==> src/rtl/axi4_mem_arbiter_if.sv <==
// Bus bundle between the AXI4 channel engines, the arbiter and the memory.
// The slave modport is the arbiter side and the master modport is the engine/memory side.
interface axi4_mem_arbiter_if #(
    parameter int DATA_WIDTH = 32,
    parameter int DEPTH      = 1024
);
    localparam int ADDR_W = $clog2(DEPTH);

    logic                  wr_req;
    logic [ADDR_W-1:0]     wr_addr;
    logic [DATA_WIDTH-1:0] wr_data;
    logic                  wr_last;
    logic                  wr_gnt;
    logic                  rd_req;
    logic [ADDR_W-1:0]     rd_addr;
    logic                  rd_last;
    logic                  rd_gnt;
    logic [DATA_WIDTH-1:0] rd_data;
    logic                  rd_data_valid;
    logic                  mem_en;
    logic                  mem_we;
    logic [ADDR_W-1:0]     mem_addr;
    logic [DATA_WIDTH-1:0] mem_wdata;
    logic [DATA_WIDTH-1:0] mem_rdata;

    modport slave (
        input  wr_req, wr_addr, wr_data, wr_last,
        input  rd_req, rd_addr, rd_last, mem_rdata,
        output wr_gnt, rd_gnt, rd_data, rd_data_valid,
        output mem_en, mem_we, mem_addr, mem_wdata
    );

    modport master (
        output wr_req, wr_addr, wr_data, wr_last,
        output rd_req, rd_addr, rd_last, mem_rdata,
        input  wr_gnt, rd_gnt, rd_data, rd_data_valid,
        input  mem_en, mem_we, mem_addr, mem_wdata
    );
endinterface

==> src/rtl/axi4_mem_arbiter.sv <==
// Round-robin burst arbiter between the AXI4 write and read engines for one memory port.
// Optional ARB_BURST_LIMIT_EN caps each grant at MAX_BEATS beats.
module axi4_mem_arbiter #(
    parameter int DATA_WIDTH = 32,
    parameter int DEPTH      = 1024,
    parameter int MAX_BEATS  = 16
) (
    input  logic               ACLK,
    input  logic               ARESETn,
    axi4_mem_arbiter_if.slave  bus
);
    localparam int ADDR_W = $clog2(DEPTH);

    localparam logic [1:0] S_IDLE = 2'd0;
    localparam logic [1:0] S_WR   = 2'd1;
    localparam logic [1:0] S_RD   = 2'd2;

    localparam logic OWN_RD = 1'b0;
    localparam logic OWN_WR = 1'b1;

    if (MAX_BEATS < 1 || MAX_BEATS > 256) begin : g_bad_max_beats
        $error("MAX_BEATS must be within 1..256");
    end

    logic [1:0] state_q, state_d;
    logic       last_owner_q, last_owner_d;
    logic       rd_valid_q, rd_valid_d;
    logic       wr_acc, rd_acc;
    logic       wr_done, rd_done;

`ifdef ARB_BURST_LIMIT_EN
    localparam logic [7:0] LIMIT = 8'(MAX_BEATS - 1);

    logic [7:0] beat_cnt_q, beat_cnt_d;
    logic       limit_hit;
`endif

    // Beat acceptance, burst completion and next-owner selection
    always_comb begin
        wr_acc       = bus.wr_req && (state_q == S_WR);
        rd_acc       = bus.rd_req && (state_q == S_RD);
`ifdef ARB_BURST_LIMIT_EN
        limit_hit    = (beat_cnt_q == LIMIT);
        wr_done      = wr_acc && (bus.wr_last || limit_hit);
        rd_done      = rd_acc && (bus.rd_last || limit_hit);
        beat_cnt_d   = beat_cnt_q;
`else
        wr_done      = wr_acc && bus.wr_last;
        rd_done      = rd_acc && bus.rd_last;
`endif
        state_d      = state_q;
        last_owner_d = last_owner_q;
        rd_valid_d   = rd_acc;
        case (state_q)
            S_IDLE: begin
`ifdef ARB_BURST_LIMIT_EN
                beat_cnt_d = 8'd0;
`endif
                if (bus.wr_req && (!bus.rd_req || last_owner_q == OWN_RD)) begin
                    state_d = S_WR;
                end else if (bus.rd_req) begin
                    state_d = S_RD;
                end
            end
            S_WR, S_RD: begin
`ifdef ARB_BURST_LIMIT_EN
                if (wr_acc || rd_acc) begin
                    beat_cnt_d = beat_cnt_q + 8'd1;
                end
`endif
                if (wr_done || rd_done) begin
                    state_d      = S_IDLE;
                    last_owner_d = wr_done ? OWN_WR : OWN_RD;
`ifdef ARB_BURST_LIMIT_EN
                    beat_cnt_d   = 8'd0;
`endif
                end
            end
            default: begin
                state_d = S_IDLE;
            end
        endcase
    end

    // Arbiter state, fairness pointer and registered read-return valid
    always_ff @(posedge ACLK or negedge ARESETn) begin
        if (!ARESETn) begin
            state_q      <= S_IDLE;
            last_owner_q <= OWN_RD;
            rd_valid_q   <= 1'b0;
        end else begin
            state_q      <= state_d;
            last_owner_q <= last_owner_d;
            rd_valid_q   <= rd_valid_d;
        end
    end

`ifdef ARB_BURST_LIMIT_EN
    // Beats accepted within the current grant
    always_ff @(posedge ACLK or negedge ARESETn) begin
        if (!ARESETn) begin
            beat_cnt_q <= 8'd0;
        end else begin
            beat_cnt_q <= beat_cnt_d;
        end
    end
`endif

    assign bus.wr_gnt        = (state_q == S_WR);
    assign bus.rd_gnt        = (state_q == S_RD);
    assign bus.rd_data       = bus.mem_rdata;
    assign bus.rd_data_valid = rd_valid_q;
    assign bus.mem_en        = wr_acc || rd_acc;
    assign bus.mem_we        = wr_acc;
    assign bus.mem_addr      = wr_acc ? bus.wr_addr :
                               rd_acc ? bus.rd_addr : {ADDR_W{1'b0}};
    assign bus.mem_wdata     = wr_acc ? bus.wr_data : {DATA_WIDTH{1'b0}};
endmodule

==> src/flat_wrapper.sv <==
// flat-port wrapper written by rule: the top's interface ports become plain ports
module axi4_mem_arbiter_flat 
#(
    parameter int DATA_WIDTH = 32,
    parameter int DEPTH      = 1024,
    parameter int MAX_BEATS  = 16
)
  (ACLK, ARESETn, bus_wr_req, bus_wr_addr, bus_wr_data, bus_wr_last, bus_rd_req, bus_rd_addr, bus_rd_last, bus_mem_rdata, bus_wr_gnt, bus_rd_gnt, bus_rd_data, bus_rd_data_valid, bus_mem_en, bus_mem_we, bus_mem_addr, bus_mem_wdata);
  axi4_mem_arbiter_if #(.DATA_WIDTH(DATA_WIDTH), .DEPTH(DEPTH)) bus_i ();
  input  logic ACLK;
  input  logic ARESETn;
  input wire logic [$bits(bus_i.wr_req)-1:0] bus_wr_req;
  input wire logic [$bits(bus_i.wr_addr)-1:0] bus_wr_addr;
  input wire logic [$bits(bus_i.wr_data)-1:0] bus_wr_data;
  input wire logic [$bits(bus_i.wr_last)-1:0] bus_wr_last;
  input wire logic [$bits(bus_i.rd_req)-1:0] bus_rd_req;
  input wire logic [$bits(bus_i.rd_addr)-1:0] bus_rd_addr;
  input wire logic [$bits(bus_i.rd_last)-1:0] bus_rd_last;
  input wire logic [$bits(bus_i.mem_rdata)-1:0] bus_mem_rdata;
  output wire logic [$bits(bus_i.wr_gnt)-1:0] bus_wr_gnt;
  output wire logic [$bits(bus_i.rd_gnt)-1:0] bus_rd_gnt;
  output wire logic [$bits(bus_i.rd_data)-1:0] bus_rd_data;
  output wire logic [$bits(bus_i.rd_data_valid)-1:0] bus_rd_data_valid;
  output wire logic [$bits(bus_i.mem_en)-1:0] bus_mem_en;
  output wire logic [$bits(bus_i.mem_we)-1:0] bus_mem_we;
  output wire logic [$bits(bus_i.mem_addr)-1:0] bus_mem_addr;
  output wire logic [$bits(bus_i.mem_wdata)-1:0] bus_mem_wdata;
  assign bus_i.wr_req = bus_wr_req;
  assign bus_i.wr_addr = bus_wr_addr;
  assign bus_i.wr_data = bus_wr_data;
  assign bus_i.wr_last = bus_wr_last;
  assign bus_i.rd_req = bus_rd_req;
  assign bus_i.rd_addr = bus_rd_addr;
  assign bus_i.rd_last = bus_rd_last;
  assign bus_i.mem_rdata = bus_mem_rdata;
  assign bus_wr_gnt = bus_i.wr_gnt;
  assign bus_rd_gnt = bus_i.rd_gnt;
  assign bus_rd_data = bus_i.rd_data;
  assign bus_rd_data_valid = bus_i.rd_data_valid;
  assign bus_mem_en = bus_i.mem_en;
  assign bus_mem_we = bus_i.mem_we;
  assign bus_mem_addr = bus_i.mem_addr;
  assign bus_mem_wdata = bus_i.mem_wdata;
  axi4_mem_arbiter #(.DATA_WIDTH(DATA_WIDTH), .DEPTH(DEPTH), .MAX_BEATS(MAX_BEATS)) u_core (.ACLK(ACLK), .ARESETn(ARESETn), .bus(bus_i));
endmodule
==> config.mk <==
export PLATFORM = sky130hd
export DESIGN_NAME = axi4_mem_arbiter_flat
export DESIGN_NICKNAME = d
export VERILOG_FILES = /design/src/rtl/axi4_mem_arbiter_if.sv /design/src/rtl/axi4_mem_arbiter.sv /design/src/flat_wrapper.sv
export SDC_FILE = /design/constraint.sdc
export NUM_CORES = 1
export LEC_CHECK = 0
export BUFFER_PORTS_ARGS = -buffer_cell sky130_fd_sc_hd__clkbuf_2
export CORE_AREA = 8 8 65 67
export CTS_CLUSTER_DIAMETER = 50
export CTS_CLUSTER_SIZE = 25
export DETAILED_ROUTE_END_ITERATION = 8
export DIE_AREA = 0 0 73 75
export PLACE_DENSITY_LB_ADDON = 0.3
export SYNTH_ARGS = -nofsm -noshare
export SYNTH_HDL_FRONTEND = slang
export SYNTH_SLANG_ARGS = --single-unit
==> constraint.sdc <==
create_clock -name ACLK -period 4.5 [get_ports ACLK]
set_input_delay 0.9 -clock ACLK [delete_from_list [all_inputs] [get_ports ACLK]]
set_output_delay 0.9 -clock ACLK [all_outputs]
set_load 0.05 [all_outputs]
==> summary.txt, run 1 <==
Route
  – Routed via count divided by cell count: 4.53
  – DRC violations left: 0
  – Average detailed-routed wire length per instance: 16.5 um
  – Final routed wirelength across all metal layers: about 3700 um
  – Antenna viol nets, final: 0
  – Detailed-router iteration count before antenna repair: 4
  – First DRT Iteration DRCs: 54
  – Total via count in the routed design: 1015

Synthesis
  – Number of instances in the synthesized netlist: 109
  – Cell variety after synth: 23
  – Sequential cell area fraction in the yosys report: 11.9%
  – Most used DFF post-synth: sky130_fd_sc_hd__dfrtp_1
  – Number of flops mapped to enable cells by yosys: 0
  – Most frequent cell after synthesis: sky130_fd_sc_hd__buf_4
  – Warnings from Yosys: 0
  – Number of nets produced by synthesis: 202
  – Cell area after technology mapping: 840 um^2
  – Number of synthesized register bits: 4
  – Avg Synthesized Cell Area: 7.70 um^2
  – Synth area leaders: sky130_fd_sc_hd__buf_4 (29%), sky130_fd_sc_hd__and3_1 (22%), sky130_fd_sc_hd__dfrtp_1 (12%)
  – Cell types with the highest counts after synthesis: sky130_fd_sc_hd__buf_4 (32), sky130_fd_sc_hd__and3_1 (30), sky130_fd_sc_hd__a22o_1 (10)
  – Post-synthesis async set-or-reset flop share: between 90% and 100%
  – Proportion of netlist area held by the largest area contributor: 28.6%
  – Cell type with the largest total area after synthesis: sky130_fd_sc_hd__buf_4

Placement
  – Post-detail-place hpwl: around 3200 um
  – Buffers on Ports: about 100
  – Placer Congestion: 0.792
  – Worst slack at placement: approximately 1300 ps

Setup path
  – WP data required: 3600 ps
  – Kind of critical path: primary input to output pin
  – Arrival time of the worst setup path: 2330 ps
  – Largest fanout on the critical path: 36
  – R2r setup slk: 2940 ps
  – Kind of start point of the critical path: primary input
  – Worst Setup End Kind: output pin

Timing
  – Worst Setup Slack, final: 1270 ps
  – Highest achievable clock rate: 310 MHz
  – Number of failing hold endpoints at the final stage: 0
  – Number of failing setup endpoints in the final timing report: 0
  – Minimum hold slack: 461 ps
  – Skew final: ~4.2 ps
  – Slew HR: 63.7%
  – Actual transition at the worst max-transition pin: 544 ps
  – Final Cycle Share: roughly 72%
  – Min Tclk post-route: 3230 ps
  – Aggregate negative setup slack: 0 ps
  – RSZ-0062 raised after global routing: no
  – Number of slew-limit violations in the final report: 0

Floorplanning
  – Starting density of the core: 26.0%
  – # IOs: 169
  – Overall die width: 73 um
  – Die outline height: between 70 and 80 um
  – Number of standard-cell rows in the floorplan: 21
  – Core area: 3230 um^2
  – Floorplan die area: 5480 um^2

Clock network
  – Number of buffers inserted by post-CTS setup repair: 0
  – Sinks on the clock net: 4
  – Post-cts hold buffer count: 0
  – Clk root buf: sky130_fd_sc_hd__clkbuf_4
  – Largest buffer count on any clock path: 2
  – Post-CTS sizing: 0
  – Maximum level of the CTS H-tree: 1
  – Clock buffer count from CTS: 3
  – Clock transition at the registers of the reported paths: 40 ps
  – Latest clock arrival within the worst-skew pair: 240 ps
  – TritonCTS clock tree: built

GRT
  – Antenna violations before repair: 0
  – Via count of the first global-routing pass: between 1k and 1.5k
  – Pin count of the biggest net entering global routing: 37
  – Global-route wire length before repair: 5200 um
  – GRT Residual Overflow: 0
  – Total track usage: 11.9%

Cells and area
  – Fraction of layout instances using a drive strength above 1: 63.5%
  – Antenna Diode Count: 0
  – Layout-stage area growth over the synthesis result: 38.9%
  – Final-stage net count: 273
  – Final standard cell utilization of the core: between 30% and 40%

Worst hold path
  – Min-delay worst type: primary input to async pin

Power and ir drop
  – Static leakage: 0.830 nW
  – Worst IR drop on VDD: roughly 220 uV
  – Pwr dens: roughly 500 nW/um^2

Flow run
  – Number of max-capacitance violations reported: 0

Outcome
  – Run status: finished clean
## path summary, 6_finish.rpt
check | depth (start not counted) | start | end
max | 6 | bus_wr_req | bus_mem_addr[7]
min | 1 | ARESETn | u_core.bus.rd_data_valid$_DFF_PN0_
max reg2reg | 6 | u_core.state_q[1]$_DFFE_PN0P_ | u_core.state_q[1]$_DFFE_PN0P_
min reg2reg | 1 | u_core.last_owner_q$_DFFE_PN0P_ | u_core.last_owner_q$_DFFE_PN0P_
max in group asynchronous | 1 | ARESETn | u_core.last_owner_q$_DFFE_PN0P_
min in group ACLK | 1 | u_core.last_owner_q$_DFFE_PN0P_ | u_core.last_owner_q$_DFFE_PN0P_
## area by class of cell
class | instances | area [um^2]
fillers | 361 | 2070
clock buffers | 3 | 22.5
repair buffers | 106 | 536
inverters | 4 | 15.0
well taps | 46 | 57.6
multi-input cells | 61 | 435
flip-flops and latches | 4 | 100
## layout by cell type (no fill, tap or decap)
cell,instances
sky130_fd_sc_hd__a21bo_2,1
sky130_fd_sc_hd__a22o_1,10
sky130_fd_sc_hd__a2bb2oi_1,1
sky130_fd_sc_hd__a31oi_1,1
sky130_fd_sc_hd__a32o_1,1
sky130_fd_sc_hd__and2_1,1
sky130_fd_sc_hd__and3_1,30
sky130_fd_sc_hd__and3_2,2
sky130_fd_sc_hd__buf_4,2
sky130_fd_sc_hd__clkbuf_2,104
sky130_fd_sc_hd__clkbuf_4,3
sky130_fd_sc_hd__dfrtp_1,4
sky130_fd_sc_hd__ha_1,3
sky130_fd_sc_hd__inv_1,4
sky130_fd_sc_hd__nand2_1,2
sky130_fd_sc_hd__nand3_1,3
sky130_fd_sc_hd__nand4_1,1
sky130_fd_sc_hd__nor2_1,1
sky130_fd_sc_hd__nor2_4,1
sky130_fd_sc_hd__nor3b_1,1
sky130_fd_sc_hd__o2bb2ai_1,1
sky130_fd_sc_hd__or2_1,1
## where the power goes
| group | total [mW] | internal, mW | switching [mW] |
|---|---|---|---|
| Sequential | 0.0593 | 0.0510 | 0.00830 |
| Clock | 0.0449 | 0.0299 | 0.0151 |
| Combinational | 0.483 | 0.130 | 0.352 |
## registers in the layout, indices dropped and copies added, names as in the netlist
| signal | cells |
|---|---|
| u_core.state_q | 2 |
| u_core.last_owner_q | 1 |
| u_core.bus.rd_data_valid | 1 |
## critical path, cell delays in order
cell                       delay (ps)
sky130_fd_sc_hd__clkbuf_2          70
sky130_fd_sc_hd__buf_4            250
sky130_fd_sc_hd__and2_1           520
sky130_fd_sc_hd__nor2_4           130
sky130_fd_sc_hd__a22o_1           220
sky130_fd_sc_hd__clkbuf_2         240
## cells by family after synthesis
group / Yosys count / share of synthesized area (%)
DFF: 4 / 11.9
AOI/OAI and AO/OA: 15 / 15.6
buffers and inverters: 44 / 36.2
and+or+nand+nor: 43 / 31.7
adders and majority gates: 3 / 4.47
## layer usage
layer  vias up  GRT usage (%)  share of wire, %  wire length (um)
li1        491              -                 -                 -
met1       426           11.5                33              1240
met2        80           21.2                51              1880
met3        18           5.59                13               473
met4         0           6.00               3.0               110
met5         -              0                 0                 0
## per-stage QoR
step	cell area (um^2)	power, mW	cells
6_report	1170	0.587	224
5_1_grt	1170	0.628	224
4_1_cts	1170	0.594	224
3_5_place_dp	1140	0.547	221
3_3_place_gp	1140	0.548	221
2_1_floorplan	840	0.513	109
(Power assumes the default switching activity.)
==> run 2, diff against run 1 <==
--- a/config.mk
+++ b/config.mk
@@ -6,11 +6,11 @@
 export NUM_CORES = 1
 export LEC_CHECK = 0
 export BUFFER_PORTS_ARGS = -buffer_cell sky130_fd_sc_hd__clkbuf_2
-export CORE_AREA = 8 8 65 67
+export CORE_AREA = 8 8 67 69
 export CTS_CLUSTER_DIAMETER = 50
 export CTS_CLUSTER_SIZE = 25
 export DETAILED_ROUTE_END_ITERATION = 8
-export DIE_AREA = 0 0 73 75
+export DIE_AREA = 0 0 75 77
 export PLACE_DENSITY_LB_ADDON = 0.3
 export SYNTH_ARGS = -nofsm -noshare
 export SYNTH_HDL_FRONTEND = slang
==> constraint.sdc (replaced) <==
create_clock -name ACLK -period 3.2 [get_ports ACLK]
set_input_delay 0.64 -clock ACLK [delete_from_list [all_inputs] [get_ports ACLK]]
set_output_delay 0.64 -clock ACLK [all_outputs]
set_load 0.05 [all_outputs]
==> run 2 against run 1 <==
Against the previous run: largest power group unchanged; via count down 4.5%; clock skew grew 1.9 ps; non-clock buffer count unchanged; highest routed layer unchanged; routed wire length fell by 14%; final area rose by 0.21%; sequential share of layout area hardly changed; critical path type is now register to output pin; die area rose by 5.5%; first-iteration DRC count fell by 43%.
==> summary.txt, run 2 (same netlist as run 1, synthesis figures left out) <==
Outcome
  – Run status: finished clean

GRT
  – GRT Residual Overflow: 0
  – Via count of the first global-routing pass: 1002
  – Total track usage: 10.4%
  – Pin count of the biggest net entering global routing: 36
  – Antenna violations before repair: 0
  – Global-route wire length before repair: 4900 um

Setup path
  – Arrival time of the worst setup path: between 1500 and 2000 ps
  – Kind of critical path: register to output pin
  – Largest stage delay, worst path: 380 ps
  – Buffer and inverter count on the worst path: 2
  – Largest fanout on the critical path: 14
  – WP data required: around 2600 ps
  – Family of cells with the greatest summed delay on the critical path: simple AND/OR/NAND/NOR gates
  – Worst Setup End Kind: output pin
  – Standard cell with the maximum stage delay on the critical path: sky130_fd_sc_hd__dfrtp_1
  – Worst path cell trace: inv_1 > ha_1 > and2_1 > nor2_4 > a22o_1 > clkbuf_2
  – Kind of start point of the critical path: register

Route
  – Total via count in the routed design: 969
  – Final routed wirelength across all metal layers: 3190 um
  – Routed via count divided by cell count: about 4.3
  – Antenna viol nets, final: 0
  – DRC violations left: 0
  – Detailed-router iteration count before antenna repair: 3
  – First DRT Iteration DRCs: 31
  – Average detailed-routed wire length per instance: 14.1 um

Timing
  – Number of slew-limit violations in the final report: 0
  – Final Cycle Share: 80.0%
  – Slew HR: ~65%
  – RSZ-0062 raised after global routing: no
  – Number of failing setup endpoints in the final timing report: 0
  – Aggregate negative setup slack: 0 ps
  – Skew final: 6.02 ps
  – Number of failing hold endpoints at the final stage: 0
  – Highest achievable clock rate: 390 MHz
  – Min Tclk post-route: 2560 ps
  – Actual transition at the worst max-transition pin: 521 ps

Clock network
  – Clock transition at the registers of the reported paths: 40 ps
  – Number of buffers inserted by post-CTS setup repair: 0
  – Clock buffer count from CTS: 3
  – Clk root buf: sky130_fd_sc_hd__clkbuf_4
  – Latest clock arrival within the worst-skew pair: 230 ps
  – Post-CTS sizing: 0
  – TritonCTS clock tree: built
  – Maximum level of the CTS H-tree: 1
  – Post-cts hold buffer count: 0
  – Largest buffer count on any clock path: 2
  – Sinks on the clock net: 4

Floorplanning
  – Starting density of the core: 24.0%
  – Number of standard-cell rows in the floorplan: 22
  – Floorplan die area: 5780 um^2
  – # IOs: roughly 170
  – Core area: about 3500 um^2
  – Die outline height: just under 80 um
  – Overall die width: around 75 um

Cells and area
  – Layout-stage area growth over the synthesis result: 39.2%
  – Fraction of layout instances using a drive strength above 1: 63.5%
  – Register containing the most flip-flops in the final layout: u_core.state_q
  – Commonest cells after routing, fill and taps aside: sky130_fd_sc_hd__clkbuf_2 (104), sky130_fd_sc_hd__and3_1 (30), sky130_fd_sc_hd__a22o_1 (10)
  – Antenna Diode Count: 0
  – Filler-free cell count of the finished design: 226
  – Final-stage net count: 273
  – Most frequent standard cell in the layout excluding fill and tap cells: sky130_fd_sc_hd__clkbuf_2
  – Number of flip-flops under the largest register name: 2

Placement
  – Placer Congestion: 0.787
  – Placed Cells: 223
  – Buffers on Ports: around 100
  – Post-detail-place hpwl: 2800 um

Power and ir drop
  – Static leakage: 0.830 nW
  – Worst IR drop on VDD: approximately 140 uV
  – Pwr dens: approximately 700 nW/um^2

Worst hold path
  – Min-delay worst type: primary input to async pin

Flow run
  – Number of max-capacitance violations reported: 0
## run 2: cell counts in the layout (fill, tap and decap cells not counted)
No cell type changed its count.
## run 2: per-stage QoR
stage	hold WS, ps	power, mW	utilization, %	cell area [um^2]	setup WS (ps)
4_1_cts	196	0.827	33.4	1170	620
3_5_place_dp	447	0.763	32.8	1150	807
2_1_floorplan	344	0.722	-	840	611
3_3_place_gp	449	0.764	32.8	1150	816
6_report	199	0.818	33.4	1170	639
5_1_grt	193	0.876	33.4	1170	517
## run 2: path summary, 6_finish.rpt
path                                                       from                            endpoint  slack (ps)  cells past startpoint
max in group asynchronous                               ARESETn  u_core.bus.rd_data_valid$_DFF_PN0_        2880                      1
min in group ACLK               u_core.last_owner_q$_DFFE_PN0P_     u_core.last_owner_q$_DFFE_PN0P_         510                      1
worst min-delay path                                    ARESETn       u_core.state_q[0]$_DFFE_PN0P_         200                      1
worst max register to register    u_core.state_q[1]$_DFFE_PN0P_       u_core.state_q[1]$_DFFE_PN0P_        1660                      6
worst max-delay path              u_core.state_q[1]$_DFFE_PN0P_                     bus_mem_addr[0]         640                      6
worst min register to register  u_core.last_owner_q$_DFFE_PN0P_     u_core.last_owner_q$_DFFE_PN0P_         510                      1
## run 2: power by group
part           internal, mW  switching [mW]
logic                 0.183           0.488
registers            0.0717          0.0138
clock network        0.0419          0.0202
## run 2: worst register-to-register path, stage by stage (launching register included)
cell                        delay, ps
sky130_fd_sc_hd__dfrtp_1          400
sky130_fd_sc_hd__inv_1             90
sky130_fd_sc_hd__ha_1             160
sky130_fd_sc_hd__buf_4            260
sky130_fd_sc_hd__nand3_1          140
sky130_fd_sc_hd__a31oi_1          230
sky130_fd_sc_hd__a2bb2oi_1        180
## run 2: layout make-up
cell class                      count  area, um^2
Multi-Input combinational cell     61         435
Inverter                            4        15.0
Timing Repair Buffer              106         536
Fill cell                         407        2330
Sequential cell                     4         100
Clock buffer                        3        22.5
Tap cell                           48        60.1
## run 2: routing by layer
metal / global-route usage (%) / share of wire, %
met5: 0 / 0
met4: 3.53 / 2.0
met1: 10.3 / 35
met3: 3.90 / 8.3
met2: 18.9 / 55
==> run 3, diff against run 2 <==
--- a/config.mk
+++ b/config.mk
@@ -5,12 +5,13 @@
 export SDC_FILE = /design/constraint.sdc
 export NUM_CORES = 1
 export LEC_CHECK = 0
+export ABC_AREA = 1
 export BUFFER_PORTS_ARGS = -buffer_cell sky130_fd_sc_hd__clkbuf_2
-export CORE_AREA = 8 8 67 69
+export CORE_AREA = 8 8 68 70
 export CTS_CLUSTER_DIAMETER = 50
 export CTS_CLUSTER_SIZE = 25
 export DETAILED_ROUTE_END_ITERATION = 8
-export DIE_AREA = 0 0 75 77
+export DIE_AREA = 0 0 76 78
 export PLACE_DENSITY_LB_ADDON = 0.3
 export SYNTH_ARGS = -nofsm -noshare
 export SYNTH_HDL_FRONTEND = slang
==> constraint.sdc (replaced) <==
create_clock -name ACLK -period 2.4 [get_ports ACLK]
set_input_delay 0.48 -clock ACLK [delete_from_list [all_inputs] [get_ports ACLK]]
set_output_delay 0.48 -clock ACLK [all_outputs]
set_load 0.05 [all_outputs]
==> run 3 against run 2 <==
Against the previous run: synthesized cell count is 52% higher; flip-flop and latch count stayed put; cell count is 26% higher; utilization is 1.9 points higher; worst hold slack worse by 150 ps; routed wire length is 0.16% higher; critical endpoint is now bus_mem_addr[2]; critical path depth is 1 higher; final area is 7.3% higher; die area is 2.6% higher.
==> summary.txt, run 3 <==
Clock network
  – Maximum level of the CTS H-tree: 1
  – Largest buffer count on any clock path: 2
  – Post-cts hold buffer count: 0
  – Latest clock arrival within the worst-skew pair: 230 ps
  – Sinks on the clock net: 4
  – TritonCTS clock tree: built
  – Post-CTS sizing: 0
  – Clk root buf: sky130_fd_sc_hd__clkbuf_4
  – Number of buffers inserted by post-CTS setup repair: 0
  – Clock transition at the registers of the reported paths: approximately 40 ps
  – Clock buffer count from CTS: 3

GRT
  – Total track usage: 10.1%
  – GRT Residual Overflow: 0
  – Pin count of the biggest net entering global routing: 35
  – Via count of the first global-routing pass: 1141
  – Global-route wire length before repair: 5110 um
  – Antenna violations before repair: 0

Timing
  – Final Cycle Share: 93.9%
  – Slew HR: 75.2%
  – Aggregate negative setup slack: 0 ps
  – Number of failing setup endpoints in the final timing report: 0
  – Min Tclk post-route: 2250 ps
  – Number of slew-limit violations in the final report: 0
  – RSZ-0062 raised after global routing: no
  – Actual transition at the worst max-transition pin: 372 ps
  – Skew final: 1.31 ps
  – Highest achievable clock rate: 444 MHz
  – Number of failing hold endpoints at the final stage: 0

Setup path
  – Arrival time of the worst setup path: 1770 ps
  – Largest stage delay, worst path: 380 ps
  – Cell count along the critical path: 7
  – WP data required: 1920 ps
  – Kind of start point of the critical path: register
  – Kind of critical path: register to output pin
  – Critical Path Start: u_core.state_q[0]$_DFFE_PN0P_
  – Standard cell with the maximum stage delay on the critical path: sky130_fd_sc_hd__dfrtp_1
  – Family of cells with the greatest summed delay on the critical path: buffers and inverters
  – Worst path cell trace: inv_1 > ha_1 > nand2_1 > inv_1 > nand3_1 > nand2_1 > clkbuf_2
  – Largest fanout on the critical path: 11
  – Startpoint of the lowest-slack register-to-register path: u_core.state_q[1]$_DFFE_PN0P_
  – Buffer and inverter count on the worst path: 3
  – Worst Setup End Kind: output pin
  – Number of cells traversed by the worst register-to-register path: 7

Route
  – Detailed-router iteration count before antenna repair: 4
  – Average detailed-routed wire length per instance: 11.3 um
  – Antenna viol nets, final: 0
  – Final routed wirelength across all metal layers: 3200 um
  – DRC violations left: 0
  – Total via count in the routed design: between 1k and 1.5k
  – First DRT Iteration DRCs: 3
  – Routed via count divided by cell count: about 4

Synthesis
  – Proportion of netlist area held by the largest area contributor: 27.7%
  – Number of synthesized register bits: 4
  – XOR/XNOR share of the synthesized area: 0%
  – Main combinational cell family by area after synthesis: buffers and inverters
  – Cell area after technology mapping: slightly below 900 um^2
  – Basic-gate share of the synthesized area counting and, or, nand and nor cells: 35.8%
  – Number of flops mapped to enable cells by yosys: 0
  – Cell variety after synth: 13
  – Cell types with the highest counts after synthesis: sky130_fd_sc_hd__inv_1 (37), sky130_fd_sc_hd__nor2_1 (34), sky130_fd_sc_hd__buf_4 (33)
  – Avg Synthesized Cell Area: between 5 and 6 um^2
  – Most used DFF post-synth: sky130_fd_sc_hd__dfrtp_1
  – Arithmetic-cell share of the synthesized area counting full adders, half adders and majority gates: ~4.2%
  – Cell type with the largest total area after synthesis: sky130_fd_sc_hd__buf_4
  – Warnings from Yosys: 0
  – Most frequent cell after synthesis: sky130_fd_sc_hd__inv_1
  – Multiplexer fraction of the synthesized cell area: 0%
  – Number of instances in the synthesized netlist: between 150 and 200
  – Synthesized-area fraction occupied by ao, oa, aoi and oai cells: 1.68%
  – Number of nets produced by synthesis: 259
  – Synth area leaders: sky130_fd_sc_hd__buf_4 (28%), sky130_fd_sc_hd__inv_1 (16%), sky130_fd_sc_hd__nor2_1 (14%)
  – Post-synthesis async set-or-reset flop share: 100%
  – Sequential cell area fraction in the yosys report: between 10% and 20%

Power and ir drop
  – Pwr dens: roughly 1000 nW/um^2
  – Sequential fraction of design power: 8.8%
  – Part of the total power dissipated in combinational logic: 84.8%
  – Net switching power of the design: between 0.8 and 0.9 mW
  – Static leakage: 0.957 nW
  – Clock network fraction of design power: between 6 and 7%
  – Sw Share: 68.3%
  – Worst IR drop on VDD: 475 uV
  – Internal power: between 0.3 and 0.4 mW

Floorplanning
  – Overall die width: 76 um
  – Core area: 3550 um^2
  – Die outline height: 78 um
  – Floorplan die area: approximately 6000 um^2
  – Number of standard-cell rows in the floorplan: 22
  – # IOs: 169
  – Starting density of the core: 25.2%

Cells and area
  – Final-stage net count: 331
  – Most frequent standard cell in the layout excluding fill and tap cells: sky130_fd_sc_hd__clkbuf_2
  – Final standard cell utilization of the core: 35.3%
  – Antenna Diode Count: 0
  – Area used by sequential logic in the layout: 100 um^2
  – Register containing the most flip-flops in the final layout: u_core.state_q
  – Layout-stage area growth over the synthesis result: 40.1%
  – Commonest cells after routing, fill and taps aside: sky130_fd_sc_hd__clkbuf_2 (103), sky130_fd_sc_hd__inv_1 (37), sky130_fd_sc_hd__nor2_1 (34)
  – Area of the multi-input gates: roughly 370 um^2
  – Filler cells: 400
  – Number of flip-flops under the largest register name: 2
  – Fraction of layout instances using a drive strength above 1: 46.6%

Placement
  – Buffers on Ports: around 100
  – Post-detail-place hpwl: about 2800 um
  – Placer Congestion: 0.749

Worst hold path
  – Min-delay worst type: primary input to async pin

Flow run
  – Number of max-capacitance violations reported: 0

Outcome
  – Run status: finished clean
==> run 3: worst paths after layout <==
check / endpoint / slack (ps)
max: bus_mem_addr[2] / 150
min: u_core.state_q[1]$_DFFE_PN0P_ / 50
max reg2reg: u_core.state_q[1]$_DFFE_PN0P_ / 1200
min reg2reg: u_core.state_q[1]$_DFFE_PN0P_ / 490
max in group asynchronous: u_core.last_owner_q$_DFFE_PN0P_ / 2230
min in group ACLK: u_core.state_q[1]$_DFFE_PN0P_ / 490
==> run 3: metal layers <==
layer  global-route usage, %  wire, um  vias up
li1                        -         -      580
met1                    8.72      1150      445
met2                    18.0      1520       70
met3                    4.95       410       20
met4                    7.45       119        0
met5                       0         0        -
==> run 3: worst register-to-register path, stage by stage (launching register included) <==
cell	delay, ps
sky130_fd_sc_hd__dfrtp_1	380
sky130_fd_sc_hd__inv_1	80
sky130_fd_sc_hd__ha_1	190
sky130_fd_sc_hd__nand3_1	110
sky130_fd_sc_hd__nand3_1	140
sky130_fd_sc_hd__nand2_1	90
sky130_fd_sc_hd__nand2_1	60
sky130_fd_sc_hd__nand2_1	40
==> run 3: logic make-up (layout without fill, tap and decap cells) <==
| family | Yosys count | in the layout |
|---|---|---|
| and+or+nand+nor | 80 | 80 |
| DFF | 4 | 4 |
| buffers and inverters | 76 | 146 |
| AOI/OAI and AO/OA | 3 | 3 |
| adders and majority gates | 3 | 3 |
==> run 3: area by class of cell <==
cell class	count	area share, %
inverter	38	11.4
multi-input combinational	86	29.7
tap	48	4.79
sequential	4	7.98
clock buffer	3	1.80
timing repair buffer	105	44.3
==> run 3: per-stage QoR <==
stage / cells / worst slack, ps / hold WS (ps) / area, um^2 / total power, mW
floorplan: 166 / -57.4 / 184 / 895 / 1.08
finish: 284 / 146 / 48.4 / 1250 / 1.26
global placement: 281 / 375 / 292 / 1230 / 1.20
global route: 284 / 1.22 / 45.1 / 1250 / 1.36
CTS: 284 / 108 / 42.2 / 1250 / 1.29
detailed placement: 281 / 370 / 295 / 1230 / 1.20
==> run 3: power by group through the flow <==
stage | registers, mW | clock network [mW] | logic [mW]
after floorplan | 0.119 | 0 | 0.962
after global placement | 0.112 | 0 | 1.09
after detailed placement | 0.112 | 0 | 1.09
after CTS | 0.111 | 0.0876 | 1.09
after global routing | 0.114 | 0.0925 | 1.15
final | 0.111 | 0.0807 | 1.07
